## src/rtl/bsg_mem_seg_arb_pkg.sv

```systemverilog
// Shared types and helpers for the arbitrated segmented bit-masked-write SRAM front end.
package bsg_mem_seg_arb_pkg;

  typedef enum logic {
    eInit,
    eRun
  } state_e;

  // Upper bounds for the segment-to-bit expansion helper; callers cast the result down.
  localparam int max_width_lp        = 256;
  localparam int max_segments_lp     = 32;
  localparam int seg_idx_width_lp    = $clog2(max_segments_lp);

  function automatic logic [max_width_lp-1:0] seg_to_bit_mask(
    input logic [max_segments_lp-1:0] seg_v,
    input int                         seg_width
  );
    logic [max_width_lp-1:0]     mask;
    logic [seg_idx_width_lp-1:0] seg_idx;
    mask    = '0;
    seg_idx = '0;
    for (int i = 0; i < max_width_lp; i++) begin
      if (seg_width > 0 && (i / seg_width) < max_segments_lp) begin
        seg_idx = seg_idx_width_lp'(i / seg_width);
        mask[i] = seg_v[seg_idx];
      end
    end
    return mask;
  endfunction

endpackage

```

## src/rtl/bsg_mem_seg_rr_arb.sv

```systemverilog
// Round-robin arbiter: searches cyclically from the requester after the last winner.
module bsg_mem_seg_rr_arb
  import bsg_mem_seg_arb_pkg::*;
#(
  parameter  int num_req_p   = 2,
  localparam int id_width_lp = (num_req_p > 1) ? $clog2(num_req_p) : 1
) (
  input  logic                   clk_i,
  input  logic                   reset_n_i,
  input  logic                   en_i,
  input  logic [num_req_p-1:0]   reqs_i,
  output logic [num_req_p-1:0]   grants_o,
  output logic [id_width_lp-1:0] grant_id_o
);

  logic [id_width_lp-1:0] last_q, last_d;
  logic [id_width_lp-1:0] idx;
  logic                   found;

  always_comb begin
    grants_o   = '0;
    grant_id_o = '0;
    idx        = '0;
    found      = 1'b0;
    for (int i = 1; i <= num_req_p; i++) begin
      idx = id_width_lp'((int'(last_q) + i) % num_req_p);
      if (en_i && !found && reqs_i[idx]) begin
        found         = 1'b1;
        grants_o[idx] = 1'b1;
        grant_id_o    = idx;
      end
    end
    last_d = found ? grant_id_o : last_q;
  end

  // Reset points at the last requester so requester 0 wins first.
  always_ff @(posedge clk_i or negedge reset_n_i) begin
    if (!reset_n_i) begin
      last_q <= id_width_lp'(num_req_p - 1);
    end else begin
      last_q <= last_d;
    end
  end

endmodule

```

## src/rtl/bsg_mem_1rw_sync_mask_write_bit_segmented_arb.sv

```systemverilog
// Shares one segmented 1RW bit-masked SRAM among num_req_p valid/ready requesters,
// with an optional post-reset clear and one-cycle-latency read responses.
module bsg_mem_1rw_sync_mask_write_bit_segmented_arb
  import bsg_mem_seg_arb_pkg::*;
#(
  parameter  int width_p          = 32,
  parameter  int els_p            = 64,
  parameter  int num_segments_p   = 4,
  parameter  int num_req_p        = 2,
  parameter  int init_zero_p      = 1,
  localparam int lg_els_lp        = (els_p > 1) ? $clog2(els_p) : 1,
  localparam int segment_width_lp = width_p / num_segments_p,
  localparam int id_width_lp      = (num_req_p > 1) ? $clog2(num_req_p) : 1
) (
  input  logic                                      clk_i,
  input  logic                                      reset_n_i,
  input  logic [num_req_p-1:0]                      v_i,
  input  logic [num_req_p-1:0]                      w_i,
  input  logic [num_req_p-1:0][lg_els_lp-1:0]       addr_i,
  input  logic [num_req_p-1:0][width_p-1:0]         data_i,
  input  logic [num_req_p-1:0][width_p-1:0]         w_mask_i,
  input  logic [num_req_p-1:0][num_segments_p-1:0]  seg_v_i,
  output logic [num_req_p-1:0]                      ready_o,
  output logic [num_req_p-1:0]                      v_o,
  output logic [width_p-1:0]                        data_o,
  output logic                                      init_done_o,
  output logic [num_segments_p-1:0]                 mem_v_o,
  output logic                                      mem_w_o,
  output logic [lg_els_lp-1:0]                      mem_addr_o,
  output logic [width_p-1:0]                        mem_data_o,
  output logic [width_p-1:0]                        mem_w_mask_o,
  input  logic [width_p-1:0]                        mem_data_i
);

  localparam state_e reset_state_lp = (init_zero_p != 0) ? eInit : eRun;

  // Handshake: a request on port k is accepted in the cycle v_i[k] & ready_o[k]
  // is high; ready_o is one-hot and depends only on v_i and the arbiter pointer.
  // Read responses (v_o) are one-cycle pulses with no backpressure.

  state_e                      state_q, state_d;
  logic [lg_els_lp-1:0]        cnt_q, cnt_d;
  logic [num_req_p-1:0]        resp_v_q, resp_v_d;
  logic [num_segments_p-1:0]   resp_seg_q, resp_seg_d;
  logic                        run_en;
  logic [num_req_p-1:0]        grants;
  logic [id_width_lp-1:0]      grant_id;
  logic                        granted;
  logic [width_p-1:0]          resp_mask;

  // Gating with reset_n_i keeps ready_o and the memory strobes low while reset is held.
  assign run_en  = reset_n_i & (state_q == eRun);
  assign granted = |grants;

  bsg_mem_seg_rr_arb #(
    .num_req_p(num_req_p)
  ) arb (
    .clk_i     (clk_i),
    .reset_n_i (reset_n_i),
    .en_i      (run_en),
    .reqs_i    (v_i),
    .grants_o  (grants),
    .grant_id_o(grant_id)
  );

  assign ready_o     = grants;
  assign init_done_o = (state_q == eRun);

  always_comb begin
    state_d = state_q;
    cnt_d   = cnt_q;
    if (state_q == eInit) begin
      cnt_d = cnt_q + 1'b1;
      if (cnt_q == lg_els_lp'(els_p - 1)) begin
        state_d = eRun;
      end
    end
  end

  always_comb begin
    mem_v_o      = '0;
    mem_w_o      = 1'b0;
    mem_addr_o   = '0;
    mem_data_o   = '0;
    mem_w_mask_o = '0;
    if (reset_n_i) begin
      if (state_q == eInit) begin
        mem_v_o      = '1;
        mem_w_o      = 1'b1;
        mem_addr_o   = cnt_q;
        mem_w_mask_o = '1;
      end else if (granted) begin
        mem_v_o      = seg_v_i[grant_id];
        mem_w_o      = w_i[grant_id];
        mem_addr_o   = addr_i[grant_id];
        mem_data_o   = data_i[grant_id];
        mem_w_mask_o = w_mask_i[grant_id];
      end
    end
  end

  // A read with no segments still completes and returns an all-zero response.
  always_comb begin
    resp_v_d   = '0;
    resp_seg_d = resp_seg_q;
    if (granted && !w_i[grant_id]) begin
      resp_v_d   = grants;
      resp_seg_d = seg_v_i[grant_id];
    end
  end

  always_ff @(posedge clk_i or negedge reset_n_i) begin
    if (!reset_n_i) begin
      state_q    <= reset_state_lp;
      cnt_q      <= '0;
      resp_v_q   <= '0;
      resp_seg_q <= '0;
    end else begin
      state_q    <= state_d;
      cnt_q      <= cnt_d;
      resp_v_q   <= resp_v_d;
      resp_seg_q <= resp_seg_d;
    end
  end

  assign resp_mask = width_p'(seg_to_bit_mask(max_segments_lp'(resp_seg_q), segment_width_lp));
  assign v_o       = resp_v_q;
  assign data_o    = (|resp_v_q) ? (mem_data_i & resp_mask) : '0;

endmodule

```

## config.mk

```make
export PLATFORM = sky130hd
export DESIGN_NAME = bsg_mem_1rw_sync_mask_write_bit_segmented_arb
export DESIGN_NICKNAME = d
export VERILOG_FILES = /design/src/rtl/bsg_mem_seg_arb_pkg.sv /design/src/rtl/bsg_mem_seg_rr_arb.sv /design/src/rtl/bsg_mem_1rw_sync_mask_write_bit_segmented_arb.sv
export SDC_FILE = /design/constraint.sdc
export NUM_CORES = 1
export LEC_CHECK = 0
export CORE_AREA = 4 4 115 117
export CTS_CLUSTER_SIZE = 40
export DETAILED_ROUTE_END_ITERATION = 8
export DIE_AREA = 0 0 119 121
export PLACE_DENSITY = 0.69
export SYNTH_ARGS = -nofsm -noshare
export SYNTH_HDL_FRONTEND = slang
export SYNTH_SLANG_ARGS = --single-unit
```

## constraint.sdc

```tcl
create_clock -name clk_i -period 4 [get_ports clk_i]
set_input_delay 1 -clock clk_i [delete_from_list [all_inputs] [get_ports clk_i]]
set_output_delay 1 -clock clk_i [all_outputs]
set_load 0.1 [all_outputs]
```

==> metrics.txt, run 1 <==
# TYPE chip_impl_metric gauge
chip_impl_info{name="status",value="finished, final reports clean"} 1
chip_impl_metric{name="coreArea",unit="mm^2"} 0.0124
chip_impl_metric{name="post_route_cells_drive_above_1_share",unit="%"} 27.8
chip_impl_metric{name="synth_edf_count",unit=""} 0
chip_impl_metric{name="residual_drc_count",unit=""} 0
chip_impl_metric{name="report.final.hold_viol_count",unit=""} 0
chip_impl_metric{name="cts.sink_count",unit=""} 14
chip_impl_metric{name="timing.reg2reg.setup_slack",unit="ns"} 1.97
chip_impl_metric{name="yosys.area_share.xor_xnor",unit="%"} 1.86
chip_impl_metric{name="ir_worst_vdd",unit="mV"} 0.112
chip_impl_metric{name="drtPass1Iterations",unit=""} 4
chip_impl_metric{name="synth-simple-area-share",unit="%"} 37.5
chip_impl_metric{name="critical_path.max_fanout",unit=""} 32
chip_impl_metric{name="number_of_filler_cells_placed_in_the_layout",unit=""} 1115
chip_impl_info{name="worstReg2RegStart",value="init_done_o$_DFF_PN0_"} 1
chip_impl_metric{name="clock_insertion_delay_worst_skew",unit="ns"} 0.24
chip_impl_metric{name="grt_first_pass_wirelength",unit="mm"} 21.1
chip_impl_metric{name="placement.io_buffers",unit=""} 297
chip_impl_metric{name="detailedRoute.firstIterationViolations",unit=""} 170
chip_impl_metric{name="max-slew-margin-rel",unit="%"} 35.0
chip_impl_metric{name="grt_antenna_before_repair",unit=""} 1
chip_impl_metric{name="area_after_detailed_placement",unit="mm^2"} 0.00632
chip_impl_metric{name="finalWeightedCongestion",unit=""} 0.836
chip_impl_metric{name="cp_data_required_time",unit="ns"} 3.00
chip_impl_metric{name="postCtsResizedCells",unit=""} 0
chip_impl_info{name="mostFrequentLayoutCell",value="sky130_fd_sc_hd__clkdlybuf4s50_1"} 1
chip_impl_metric{name="ys_ff_latch",unit=""} 14
chip_impl_metric{name="std_cell_rows",unit=""} 41
chip_impl_info{name="rsz0062_at_grt",value="false"} 1
chip_impl_info{name="mostFrequentLayoutCells",value="sky130_fd_sc_hd__clkdlybuf4s50_1, sky130_fd_sc_hd__buf_12, sky130_fd_sc_hd__buf_4, sky130_fd_sc_hd__nand3_1, sky130_fd_sc_hd__and3_1"} 1
chip_impl_metric{name="routed_wl",unit="mm"} 13.8
chip_impl_metric{name="final_period_minus_worst_setup_slack",unit="ns"} 3.78
chip_impl_metric{name="area.growth.synth_to_final",unit="%"} 173
chip_impl_metric{name="cap_viol_max_count",unit=""} 0
chip_impl_metric{name="fp.dieArea",unit="mm^2"} 0.0144
chip_impl_metric{name="hold_depth",unit=""} 2
chip_impl_metric{name="count_of_antenna_violating_nets_left_after_detailed_routing",unit=""} 0
chip_impl_metric{name="die_width",unit="um"} 119
chip_impl_info{name="synth_top_family_by_area",value="simple AND/OR/NAND/NOR gates"} 1
chip_impl_metric{name="path_clk_slew",unit="ns"} 0.05
chip_impl_metric{name="grt_overflow_total",unit=""} 0
chip_impl_info{name="whs_endpoint",value="arb.last_q$_DFFE_PN1P_"} 1
chip_impl_metric{name="avgRoutedWirePerCell",unit="um"} 17.5
chip_impl_metric{name="layout.nets",unit=""} 800
chip_impl_metric{name="synth.yosys.warnings",unit=""} 0
chip_impl_metric{name="die_h",unit="um"} 121
chip_impl_metric{name="ctsLongestPathBuffers",unit=""} 2
chip_impl_metric{name="grt_max_degree",unit=""} 40
chip_impl_metric{name="mux_contribution_to_synthesized_area",unit="%"} 0.479
chip_impl_metric{name="cp_data_arrival_time",unit="ns"} 2.78
chip_impl_metric{name="initial_utilization",unit="%"} 19.0
chip_impl_metric{name="fin_skew",unit="ns"} 0.00478
chip_impl_metric{name="final-max-slew-violation-count",unit=""} 0
chip_impl_metric{name="synth_compound_gate_area_share",unit="%"} 34.2
chip_impl_metric{name="cts.repair_timing.setup_buffer_count",unit=""} 0
chip_impl_info{name="crit-reg2reg-capture",value="resp_seg_q[3]$_DFFE_PN0N_"} 1
chip_impl_info{name="setup.worst_path.start_class",value="input port"} 1
chip_impl_metric{name="multi_input_comb_area",unit="mm^2"} 0.00188
chip_impl_metric{name="i_o_pins",unit=""} 298
chip_impl_metric{name="htree_levels",unit=""} 1
chip_impl_metric{name="place.detailed.hpwl",unit="mm"} 11.4
chip_impl_info{name="holdCritPathClass",value="register to register"} 1
chip_impl_metric{name="reg2reg_depth",unit=""} 4
chip_impl_info{name="worstSetupStartpoint",value="v_i[0]"} 1
chip_impl_metric{name="first_global_vias",unit=""} 3953
chip_impl_metric{name="leakagePower",unit="uW"} 0.00259
chip_impl_info{name="worstHoldStart",value="arb.last_q$_DFFE_PN1P_"} 1
chip_impl_metric{name="fin_total_pwr",unit="uW"} 858
chip_impl_info{name="timing.critical_path.to_type",value="output pin"} 1
chip_impl_metric{name="ctsHoldBuffers",unit=""} 0
chip_impl_metric{name="p_per_area",unit="mW/mm^2"} 134
chip_impl_metric{name="min_period_over_period",unit="%"} 94.5
chip_impl_metric{name="synth_area_per_cell",unit="um^2"} 6.95
chip_impl_metric{name="ys_seq_area_share",unit="%"} 15.0
chip_impl_metric{name="numCtsBuffers",unit=""} 3
chip_impl_metric{name="layout.cell_area.non_filler",unit="mm^2"} 0.00641
chip_impl_info{name="synthFlopType",value="sky130_fd_sc_hd__dfrtp_1"} 1
chip_impl_metric{name="num_vias",unit=""} 3919
chip_impl_metric{name="grt_use_total",unit="%"} 17.7
chip_impl_info{name="clk_root_buffer_cell",value="sky130_fd_sc_hd__clkbuf_16"} 1
chip_impl_metric{name="setup-violations-final",unit=""} 0
chip_impl_info{name="critical_path_class",value="input port to output pin"} 1
chip_impl_metric{name="detail_route.vias_per_cell",unit=""} 4.99
chip_impl_metric{name="timing_worst_slew_pin_value",unit="ns"} 0.971
chip_impl_metric{name="asyncSetResetFlopFracSynth",unit="%"} 100
chip_impl_metric{name="post_synth_fa_ha_maj_area_fraction",unit="%"} 0.532
chip_impl_metric{name="netlist_area",unit="mm^2"} 0.00235
chip_impl_metric{name="postSynthCellCount",unit=""} 338
chip_impl_info{name="tritoncts",value="done"} 1
chip_impl_metric{name="synthDistinctLibCells",unit=""} 35
chip_impl_metric{name="sequential_cell_area",unit="um^2"} 352
chip_impl_metric{name="fmax",unit="GHz"} 0.265
chip_impl_metric{name="synth_fp_nets",unit=""} 525
==> where the power goes <==
part | switching (uW) | leakage, uW | internal [uW]
sequential | 0 | 0.000157 | 142
combinational | 244 | 0.00239 | 263
clock | 58.1 | 0.0000442 | 151
==> cell usage after synthesis (2+ instances only) <==
library cell               count  area (um^2)
sky130_fd_sc_hd__nand2_1      17         63.8
sky130_fd_sc_hd__clkbuf_1     23         86.3
sky130_fd_sc_hd__o211ai_1      7         52.6
sky130_fd_sc_hd__nand3_1      39          195
sky130_fd_sc_hd__a21oi_1      32          160
sky130_fd_sc_hd__inv_1         8         30.0
sky130_fd_sc_hd__and2_1       33          206
sky130_fd_sc_hd__buf_4         3         22.5
sky130_fd_sc_hd__and3_1       38          238
sky130_fd_sc_hd__o21ai_0      32          160
sky130_fd_sc_hd__nor4_1        8         50.1
sky130_fd_sc_hd__nor2b_1       2         12.5
sky130_fd_sc_hd__buf_6         5         56.3
sky130_fd_sc_hd__a311o_1      37          370
sky130_fd_sc_hd__or3_4         2         22.5
sky130_fd_sc_hd__a311oi_1      4         35.0
sky130_fd_sc_hd__buf_2        10         50.1
sky130_fd_sc_hd__nor2_1        6         22.5
sky130_fd_sc_hd__xnor2_1       4         35.0
sky130_fd_sc_hd__dfrtp_1      13          325
==> metal layers <==
metal,track usage (%),up-vias,wire [um]
met3,5.55,25,1360
met5,0,-,0
li1,-,1824,-
met4,5.65,0,380
met2,32.3,253,7020
met1,19.5,1817,5010
==> sequential cells by signal (all words and copies together), names as in the netlist <==
register / flops
resp_seg_q: 4
arb.last_q: 1
cnt_q: 6
v_o: 2
init_done_o: 1
==> kinds of logic (layout without fill, tap and decap cells) <==
family	Yosys count	after routing
and+or+nand+nor	153	153
AOI/OAI and AO/OA	115	115
buffers and inverters	49	323
DFF	14	14
xor gates and xnor gates	5	5
adders and majority gates	1	1
muxes	1	1
other	0	1
==> through the flow <==
| step | setup TNS, ns | hold slack (ns) | utilization [%] | setup WS [ns] | instances |
|---|---|---|---|---|---|
| 2_1_floorplan | -3.61 | 0.451 | - | -0.601 | 338 |
| 3_3_place_gp | 0 | 0.470 | 51.1 | 0.258 | 780 |
| 3_5_place_dp | 0 | 0.471 | 51.1 | 0.236 | 780 |
| 4_1_cts | 0 | 0.480 | 51.8 | 0.220 | 784 |
| 5_1_grt | 0 | 0.508 | 51.8 | 0.0823 | 785 |
| 6_report | 0 | 0.480 | 51.8 | 0.222 | 785 |
==> layout make-up <==
type	count	area share (%)
repair buffers	311	59.9
multi-input cells	275	29.3
flip-flops and latches	14	5.49
well taps	172	3.36
clock buffers	4	1.39
inverters	8	0.468
diodes	1	0.0390
==> critical path: stages <==
cell	delay, ns
sky130_fd_sc_hd__clkdlybuf4s50_1	0.62
sky130_fd_sc_hd__and2_1	0.34
sky130_fd_sc_hd__buf_12	0.21
sky130_fd_sc_hd__o21ai_0	0.13
sky130_fd_sc_hd__a21oi_2	0.25
sky130_fd_sc_hd__buf_12	0.21
==> worst max-delay path by stage <==
stage | endpoint | slack [ns] | depth (start not counted)
2_1_floorplan | mem_addr_o[0] | -0.60 | 6
3_3_place_gp | mem_data_o[28] | 0.26 | 7
3_5_place_dp | mem_data_o[28] | 0.24 | 7
4_1_cts | mem_data_o[28] | 0.22 | 7
5_1_grt | mem_data_o[28] | 0.08 | 7
6_report | mem_data_o[29] | 0.22 | 6
(Power assumes the default switching activity.)
==> run 2, diff against run 1 <==
--- a/config.mk
+++ b/config.mk
@@ -5,11 +5,13 @@
 export SDC_FILE = /design/constraint.sdc
 export NUM_CORES = 1
 export LEC_CHECK = 0
+export CAP_MARGIN = 20
 export CORE_AREA = 4 4 115 117
 export CTS_CLUSTER_SIZE = 40
 export DETAILED_ROUTE_END_ITERATION = 8
 export DIE_AREA = 0 0 119 121
 export PLACE_DENSITY = 0.69
+export RECOVER_POWER = 50
 export SYNTH_ARGS = -nofsm -noshare
 export SYNTH_HDL_FRONTEND = slang
 export SYNTH_SLANG_ARGS = --single-unit
==> metrics.txt, run 2 (synthesized netlist as in run 1, its figures left out) <==
# TYPE chip_impl_metric gauge
chip_impl_metric{name="grt_first_pass_wirelength",unit="mm"} 21.1
chip_impl_metric{name="timing_worst_slew_pin_value",unit="ns"} 1.21
chip_impl_metric{name="max-slew-margin-rel",unit="%"} 19.4
chip_impl_metric{name="detailedRoute.firstIterationViolations",unit=""} 175
chip_impl_metric{name="post_route_cells_drive_above_1_share",unit="%"} 22.1
chip_impl_metric{name="final.setup.worst_slack",unit="ns"} 0.182
chip_impl_metric{name="path_clk_slew",unit="ns"} 0.05
chip_impl_metric{name="ctsHoldBuffers",unit=""} 0
chip_impl_metric{name="number_of_filler_cells_placed_in_the_layout",unit=""} 1172
chip_impl_metric{name="grt_antenna_before_repair",unit=""} 1
chip_impl_metric{name="p_per_area",unit="mW/mm^2"} 137
chip_impl_metric{name="initial_utilization",unit="%"} 19.0
chip_impl_metric{name="setup-violations-final",unit=""} 0
chip_impl_metric{name="cts.repair_timing.setup_buffer_count",unit=""} 0
chip_impl_metric{name="residual_drc_count",unit=""} 0
chip_impl_info{name="critical_path_class",value="input port to output pin"} 1
chip_impl_metric{name="layout.nets",unit=""} 800
chip_impl_metric{name="setup_total_negative_slack",unit="ns"} 0
chip_impl_info{name="tritoncts",value="done"} 1
chip_impl_metric{name="routed_wl",unit="mm"} 13.8
chip_impl_metric{name="grt_overflow_total",unit=""} 0
chip_impl_metric{name="htree_levels",unit=""} 1
chip_impl_info{name="mostFrequentLayoutCells",value="sky130_fd_sc_hd__clkdlybuf4s50_1, sky130_fd_sc_hd__buf_12, sky130_fd_sc_hd__nand3_1, sky130_fd_sc_hd__and3_1, sky130_fd_sc_hd__a311o_1"} 1
chip_impl_metric{name="total_switching_power",unit="uW"} 301
chip_impl_info{name="rsz0062_at_grt",value="false"} 1
chip_impl_metric{name="drtPass1Iterations",unit=""} 7
chip_impl_metric{name="final_core_occ",unit="%"} 50.6
chip_impl_metric{name="post_layout_nonfiller_instances",unit=""} 785
chip_impl_metric{name="std_cell_rows",unit=""} 41
chip_impl_metric{name="detail_route.vias_per_cell",unit=""} 4.95
chip_impl_metric{name="die_h",unit="um"} 121
chip_impl_metric{name="ctsLongestPathBuffers",unit=""} 2
chip_impl_metric{name="finalHoldWorstSlack",unit="ns"} 0.480
chip_impl_info{name="clk_root_buffer_cell",value="sky130_fd_sc_hd__clkbuf_16"} 1
chip_impl_metric{name="cp_data_arrival_time",unit="ns"} 2.82
chip_impl_metric{name="die_width",unit="um"} 119
chip_impl_metric{name="grt_max_degree",unit=""} 40
chip_impl_metric{name="clock_insertion_delay_worst_skew",unit="ns"} 0.24
chip_impl_metric{name="num_vias",unit=""} 3884
chip_impl_metric{name="avgRoutedWirePerCell",unit="um"} 17.6
chip_impl_metric{name="cp_data_required_time",unit="ns"} 3.00
chip_impl_metric{name="fp.dieArea",unit="mm^2"} 0.0144
chip_impl_metric{name="power_frac_clock",unit="%"} 24.4
chip_impl_info{name="setup.worst_path.start_class",value="input port"} 1
chip_impl_metric{name="fmax",unit="GHz"} 0.262
chip_impl_metric{name="seqPwrFrac",unit="%"} 16.6
chip_impl_metric{name="min_period_over_period",unit="%"} 95.4
chip_impl_metric{name="report.final.hold_viol_count",unit=""} 0
chip_impl_metric{name="area.growth.synth_to_final",unit="%"} 166
chip_impl_metric{name="leakagePower",unit="uW"} 0.00244
chip_impl_metric{name="place.detailed.hpwl",unit="mm"} 11.4
chip_impl_metric{name="finalWeightedCongestion",unit=""} 0.836
chip_impl_metric{name="placement.io_buffers",unit=""} 297
chip_impl_info{name="top_register_by_number_of_flip_flops",value="cnt_q"} 1
chip_impl_metric{name="post-place-ws",unit="ns"} 0.236
chip_impl_metric{name="final-max-slew-violation-count",unit=""} 0
chip_impl_metric{name="grt_use_total",unit="%"} 17.7
chip_impl_metric{name="timing.reg2reg.setup_slack",unit="ns"} 1.94
chip_impl_metric{name="cts.sink_count",unit=""} 14
chip_impl_metric{name="power_switching_share",unit="%"} 35.1
chip_impl_metric{name="final_period_minus_worst_setup_slack",unit="ns"} 3.82
chip_impl_info{name="status",value="finished, final reports clean"} 1
chip_impl_metric{name="postCtsResizedCells",unit=""} 0
chip_impl_metric{name="ir_worst_vdd",unit="mV"} 0.112
chip_impl_metric{name="fin_skew",unit="ns"} 0.00487
chip_impl_info{name="timing.critical_path.to_type",value="output pin"} 1
chip_impl_metric{name="power_frac_comb",unit="%"} 59.1
chip_impl_metric{name="numCtsBuffers",unit=""} 3
chip_impl_info{name="holdCritPathClass",value="register to register"} 1
chip_impl_metric{name="count_of_antenna_violating_nets_left_after_detailed_routing",unit=""} 0
chip_impl_metric{name="coreArea",unit="mm^2"} 0.0124
chip_impl_metric{name="largest_reg_flops",unit=""} 6
chip_impl_info{name="mostFrequentLayoutCell",value="sky130_fd_sc_hd__clkdlybuf4s50_1"} 1
chip_impl_metric{name="first_global_vias",unit=""} 3953
chip_impl_metric{name="i_o_pins",unit=""} 298
chip_impl_metric{name="cap_viol_max_count",unit=""} 0
chip_impl_metric{name="internal_power",unit="uW"} 556
chip_impl_metric{name="place.detailed.instances",unit=""} 780
chip_impl_metric{name="critical_path.max_fanout",unit=""} 39
## run 2: changes by cell type in the layout (fill, tap and decap cells not counted)
cell / before / now
sky130_fd_sc_hd__dlygate4sd3_1: 0 / 2
sky130_fd_sc_hd__or3_1: 0 / 2
sky130_fd_sc_hd__clkbuf_1: 0 / 33
sky130_fd_sc_hd__clkbuf_2: 0 / 1
sky130_fd_sc_hd__or3_4: 2 / 0
sky130_fd_sc_hd__buf_4: 41 / 7
sky130_fd_sc_hd__clkdlybuf4s50_1: 187 / 185
sky130_fd_sc_hd__buf_12: 83 / 82
sky130_fd_sc_hd__clkbuf_4: 0 / 1
## run 2: per-stage QoR
stage / power, uW / cell area (um^2)
global route: 889 / 6260
global placement: 649 / 6320
finish: 857 / 6260
floorplan: 350 / 2470
detailed placement: 652 / 6320
CTS: 865 / 6410
## run 2: final cells by class
type	instances	area (um^2)	share of cell area [%]
multi-input combinational	275	1870	29.9
sequential	14	352	5.62
antenna	1	2.50	0.0400
clock buffer	4	88.8	1.42
timing repair buffer	311	3700	59.1
tap	172	215	3.44
inverter	8	30.0	0.480
## run 2: path summary, 6_finish.rpt
path | from | end | cells past startpoint
min in group asynchronous | reset_n_i | resp_seg_q[2]$_DFFE_PN0N_ | 2
worst max-delay path | reset_n_i | mem_data_o[29] | 6
worst min-delay path | arb.last_q$_DFFE_PN1P_ | arb.last_q$_DFFE_PN1P_ | 2
worst min register to register | arb.last_q$_DFFE_PN1P_ | arb.last_q$_DFFE_PN1P_ | 2
max in group asynchronous | reset_n_i | arb.last_q$_DFFE_PN1P_ | 2
worst max register to register | init_done_o$_DFF_PN0_ | resp_seg_q[3]$_DFFE_PN0N_ | 4
## run 2: power by group through the flow
| stage | logic [uW] | registers, uW | clock network (uW) |
|---|---|---|---|
| after CTS | 510 | 142 | 213 |
| final | 507 | 142 | 209 |
| after detailed placement | 508 | 144 | 0 |
| after global placement | 505 | 144 | 0 |
| after floorplan | 206 | 144 | 0 |
| after global routing | 524 | 142 | 223 |
## run 2: routing by layer
layer / track usage (%) / part of all wire [%]
met1: 19.5 / 36
met2: 32.3 / 51
met3: 5.55 / 10
met4: 5.65 / 2.7
met5: 0 / 0
## run 2: critical path, stage by stage
cell,delay (ns)
sky130_fd_sc_hd__clkdlybuf4s50_1,0.53
sky130_fd_sc_hd__and3_4,0.24
sky130_fd_sc_hd__clkbuf_4,0.42
sky130_fd_sc_hd__nand3_1,0.15
sky130_fd_sc_hd__a21oi_2,0.24
sky130_fd_sc_hd__buf_12,0.21
==> run 3, diff against run 2 <==
--- a/config.mk
+++ b/config.mk
@@ -6,11 +6,11 @@
 export NUM_CORES = 1
 export LEC_CHECK = 0
 export CAP_MARGIN = 20
-export CORE_AREA = 4 4 115 117
+export CORE_AREA = 5 5 113 115
 export CTS_CLUSTER_SIZE = 40
 export DETAILED_ROUTE_END_ITERATION = 8
-export DIE_AREA = 0 0 119 121
-export PLACE_DENSITY = 0.69
+export DIE_AREA = 0 0 118 120
+export PLACE_DENSITY = 0.72
 export RECOVER_POWER = 50
 export SYNTH_ARGS = -nofsm -noshare
 export SYNTH_HDL_FRONTEND = slang
==> metrics.txt, run 3 (synthesized netlist as in run 1, its figures left out) <==
# TYPE chip_impl_metric gauge
chip_impl_info{name="status",value="finished, final reports clean"} 1
chip_impl_metric{name="area_after_detailed_placement",unit="mm^2"} 0.00630
chip_impl_metric{name="power_frac_comb",unit="%"} 59.9
chip_impl_metric{name="die_h",unit="um"} 120
chip_impl_metric{name="place.detailed.instances",unit=""} 755
chip_impl_metric{name="placement.io_buffers",unit=""} 297
chip_impl_info{name="mostFrequentLayoutCell",value="sky130_fd_sc_hd__clkdlybuf4s50_1"} 1
chip_impl_metric{name="cts.sink_count",unit=""} 14
chip_impl_metric{name="path_clk_slew",unit="ns"} 0.05
chip_impl_metric{name="setup-violations-final",unit=""} 0
chip_impl_metric{name="post_layout_nonfiller_instances",unit=""} 759
chip_impl_metric{name="grt_use_total",unit="%"} 18.4
chip_impl_metric{name="seqPwrFrac",unit="%"} 16.9
chip_impl_metric{name="ir_worst_vdd",unit="mV"} 0.115
chip_impl_metric{name="drtPass1Iterations",unit=""} 7
chip_impl_metric{name="timing_worst_slew_pin_value",unit="ns"} 1.19
chip_impl_metric{name="avgRoutedWirePerCell",unit="um"} 18.9
chip_impl_metric{name="clock_insertion_delay_worst_skew",unit="ns"} 0.24
chip_impl_metric{name="report.final.hold_viol_count",unit=""} 0
chip_impl_metric{name="fp.dieArea",unit="mm^2"} 0.0142
chip_impl_metric{name="ctsLongestPathBuffers",unit=""} 2
chip_impl_metric{name="layout.cell_area.non_filler",unit="mm^2"} 0.00616
chip_impl_metric{name="max-slew-margin-rel",unit="%"} 21.2
chip_impl_metric{name="critical_path.max_fanout",unit=""} 23
chip_impl_metric{name="hold_depth",unit=""} 2
chip_impl_metric{name="cp_data_arrival_time",unit="ns"} 2.82
chip_impl_metric{name="std_cell_rows",unit=""} 40
chip_impl_metric{name="number_of_filler_cells_placed_in_the_layout",unit=""} 1102
chip_impl_info{name="mostFrequentLayoutCells",value="sky130_fd_sc_hd__clkdlybuf4s50_1, sky130_fd_sc_hd__buf_12, sky130_fd_sc_hd__nand3_1, sky130_fd_sc_hd__and3_1, sky130_fd_sc_hd__a311o_1"} 1
chip_impl_metric{name="detailedRoute.firstIterationViolations",unit=""} 146
chip_impl_metric{name="power_frac_clock",unit="%"} 23.2
chip_impl_metric{name="min_period_over_period",unit="%"} 95.6
chip_impl_metric{name="final-max-slew-violation-count",unit=""} 0
chip_impl_metric{name="grt_max_degree",unit=""} 48
chip_impl_metric{name="area.growth.synth_to_final",unit="%"} 162
chip_impl_metric{name="ctsHoldBuffers",unit=""} 0
chip_impl_metric{name="place.detailed.hpwl",unit="mm"} 11.7
chip_impl_metric{name="die_width",unit="um"} 118
chip_impl_metric{name="multi_input_comb_area",unit="mm^2"} 0.00187
chip_impl_info{name="timing.critical_path.to_type",value="output pin"} 1
chip_impl_metric{name="initial_utilization",unit="%"} 20.1
chip_impl_metric{name="i_o_pins",unit=""} 298
chip_impl_metric{name="largest_reg_flops",unit=""} 6
chip_impl_metric{name="power_switching_share",unit="%"} 36.0
chip_impl_metric{name="detail_route.vias_per_cell",unit=""} 5.21
chip_impl_metric{name="internal_power",unit="uW"} 537
chip_impl_metric{name="cp_data_required_time",unit="ns"} 3.00
chip_impl_metric{name="total_switching_power",unit="uW"} 302
chip_impl_info{name="holdCritPathClass",value="register to register"} 1
chip_impl_metric{name="p_per_area",unit="mW/mm^2"} 136
chip_impl_info{name="tritoncts",value="done"} 1
chip_impl_metric{name="coreArea",unit="mm^2"} 0.0117
chip_impl_metric{name="first_global_vias",unit=""} 3924
chip_impl_metric{name="cts.repair_timing.setup_buffer_count",unit=""} 0
chip_impl_metric{name="count_of_antenna_violating_nets_left_after_detailed_routing",unit=""} 0
chip_impl_metric{name="leakagePower",unit="uW"} 0.00242
chip_impl_info{name="critical_path_class",value="input port to output pin"} 1
chip_impl_metric{name="grt_first_pass_wirelength",unit="mm"} 21.5
chip_impl_metric{name="fin_skew",unit="ns"} 0.000978
chip_impl_info{name="clk_root_buffer_cell",value="sky130_fd_sc_hd__clkbuf_16"} 1
chip_impl_metric{name="sequential_cell_area",unit="um^2"} 352
chip_impl_metric{name="grt_antenna_before_repair",unit=""} 0
chip_impl_metric{name="fin_total_pwr",unit="uW"} 839
chip_impl_metric{name="post_route_cells_drive_above_1_share",unit="%"} 21.7
chip_impl_metric{name="finalWeightedCongestion",unit=""} 0.876
chip_impl_metric{name="cap_viol_max_count",unit=""} 0
chip_impl_metric{name="num_vias",unit=""} 3951
chip_impl_metric{name="diodes",unit=""} 0
chip_impl_metric{name="routed_wl",unit="mm"} 14.4
chip_impl_info{name="top_register_by_number_of_flip_flops",value="cnt_q"} 1
chip_impl_metric{name="final_period_minus_worst_setup_slack",unit="ns"} 3.82
chip_impl_metric{name="layout.nets",unit=""} 800
chip_impl_metric{name="postCtsResizedCells",unit=""} 0
chip_impl_metric{name="reg2reg_depth",unit=""} 3
chip_impl_metric{name="fmax",unit="GHz"} 0.262
chip_impl_metric{name="numCtsBuffers",unit=""} 3
chip_impl_metric{name="residual_drc_count",unit=""} 0
chip_impl_info{name="setup.worst_path.start_class",value="input port"} 1
chip_impl_metric{name="grt_overflow_total",unit=""} 0
chip_impl_metric{name="htree_levels",unit=""} 1
chip_impl_metric{name="finalHoldWorstSlack",unit="ns"} 0.482
chip_impl_info{name="rsz0062_at_grt",value="false"} 1
==> run 3: area by class of cell <==
class,count,area share [%]
inverter,8,0.487
timing repair buffer,311,59.3
sequential,14,5.70
tap,147,2.98
multi-input combinational,275,30.3
clock buffer,4,1.28
==> run 3: critical path: stages <==
cell and delay [ns]:
sky130_fd_sc_hd__clkdlybuf4s50_1 0.51, sky130_fd_sc_hd__nand2_2 0.17, sky130_fd_sc_hd__buf_4 0.17, sky130_fd_sc_hd__buf_4 0.27
sky130_fd_sc_hd__nand3_1 0.11, sky130_fd_sc_hd__o211ai_1 0.10, sky130_fd_sc_hd__clkbuf_2 0.49
==> run 3: path summary, 6_finish.rpt <==
path	start	to	slack (ns)
setup reg to reg	init_done_o$_DFF_PN0_	resp_seg_q[2]$_DFFE_PN0N_	1.97
hold / removal	arb.last_q$_DFFE_PN1P_	arb.last_q$_DFFE_PN1P_	0.48
min in group asynchronous	reset_n_i	cnt_q[3]$_DFFE_PN0N_	1.15
setup / recovery	v_i[0]	mem_addr_o[0]	0.18
max in group asynchronous	reset_n_i	arb.last_q$_DFFE_PN1P_	2.63
hold reg to reg	arb.last_q$_DFFE_PN1P_	arb.last_q$_DFFE_PN1P_	0.48
==> run 3: stage by stage <==
stage / setup TNS (ns) / util, % / setup WS [ns]
finish: 0 / 52.6 / 0.177
global route: 0 / 52.6 / 0.0695
CTS: 0 / 54.5 / 0.203
detailed placement: 0 / 53.8 / 0.201
global placement: 0 / 53.8 / 0.246
floorplan: -3.61 / - / -0.601
==> run 3: layer usage <==
metal	up-vias	wire, um	global-route usage [%]
met4	0	242	4.44
li1	1828	-	-
met1	1873	5140	20.2
met3	22	1330	5.33
met2	228	7660	34.5
met5	-	0	0
==> run 3: power by group through the flow <==
stage	Sequential (uW)	Combinational (uW)	Clock, uW
2_1_floorplan	144	206	0
3_3_place_gp	144	504	0
3_5_place_dp	144	507	0
4_1_cts	142	510	197
5_1_grt	142	520	204
6_report	142	503	194
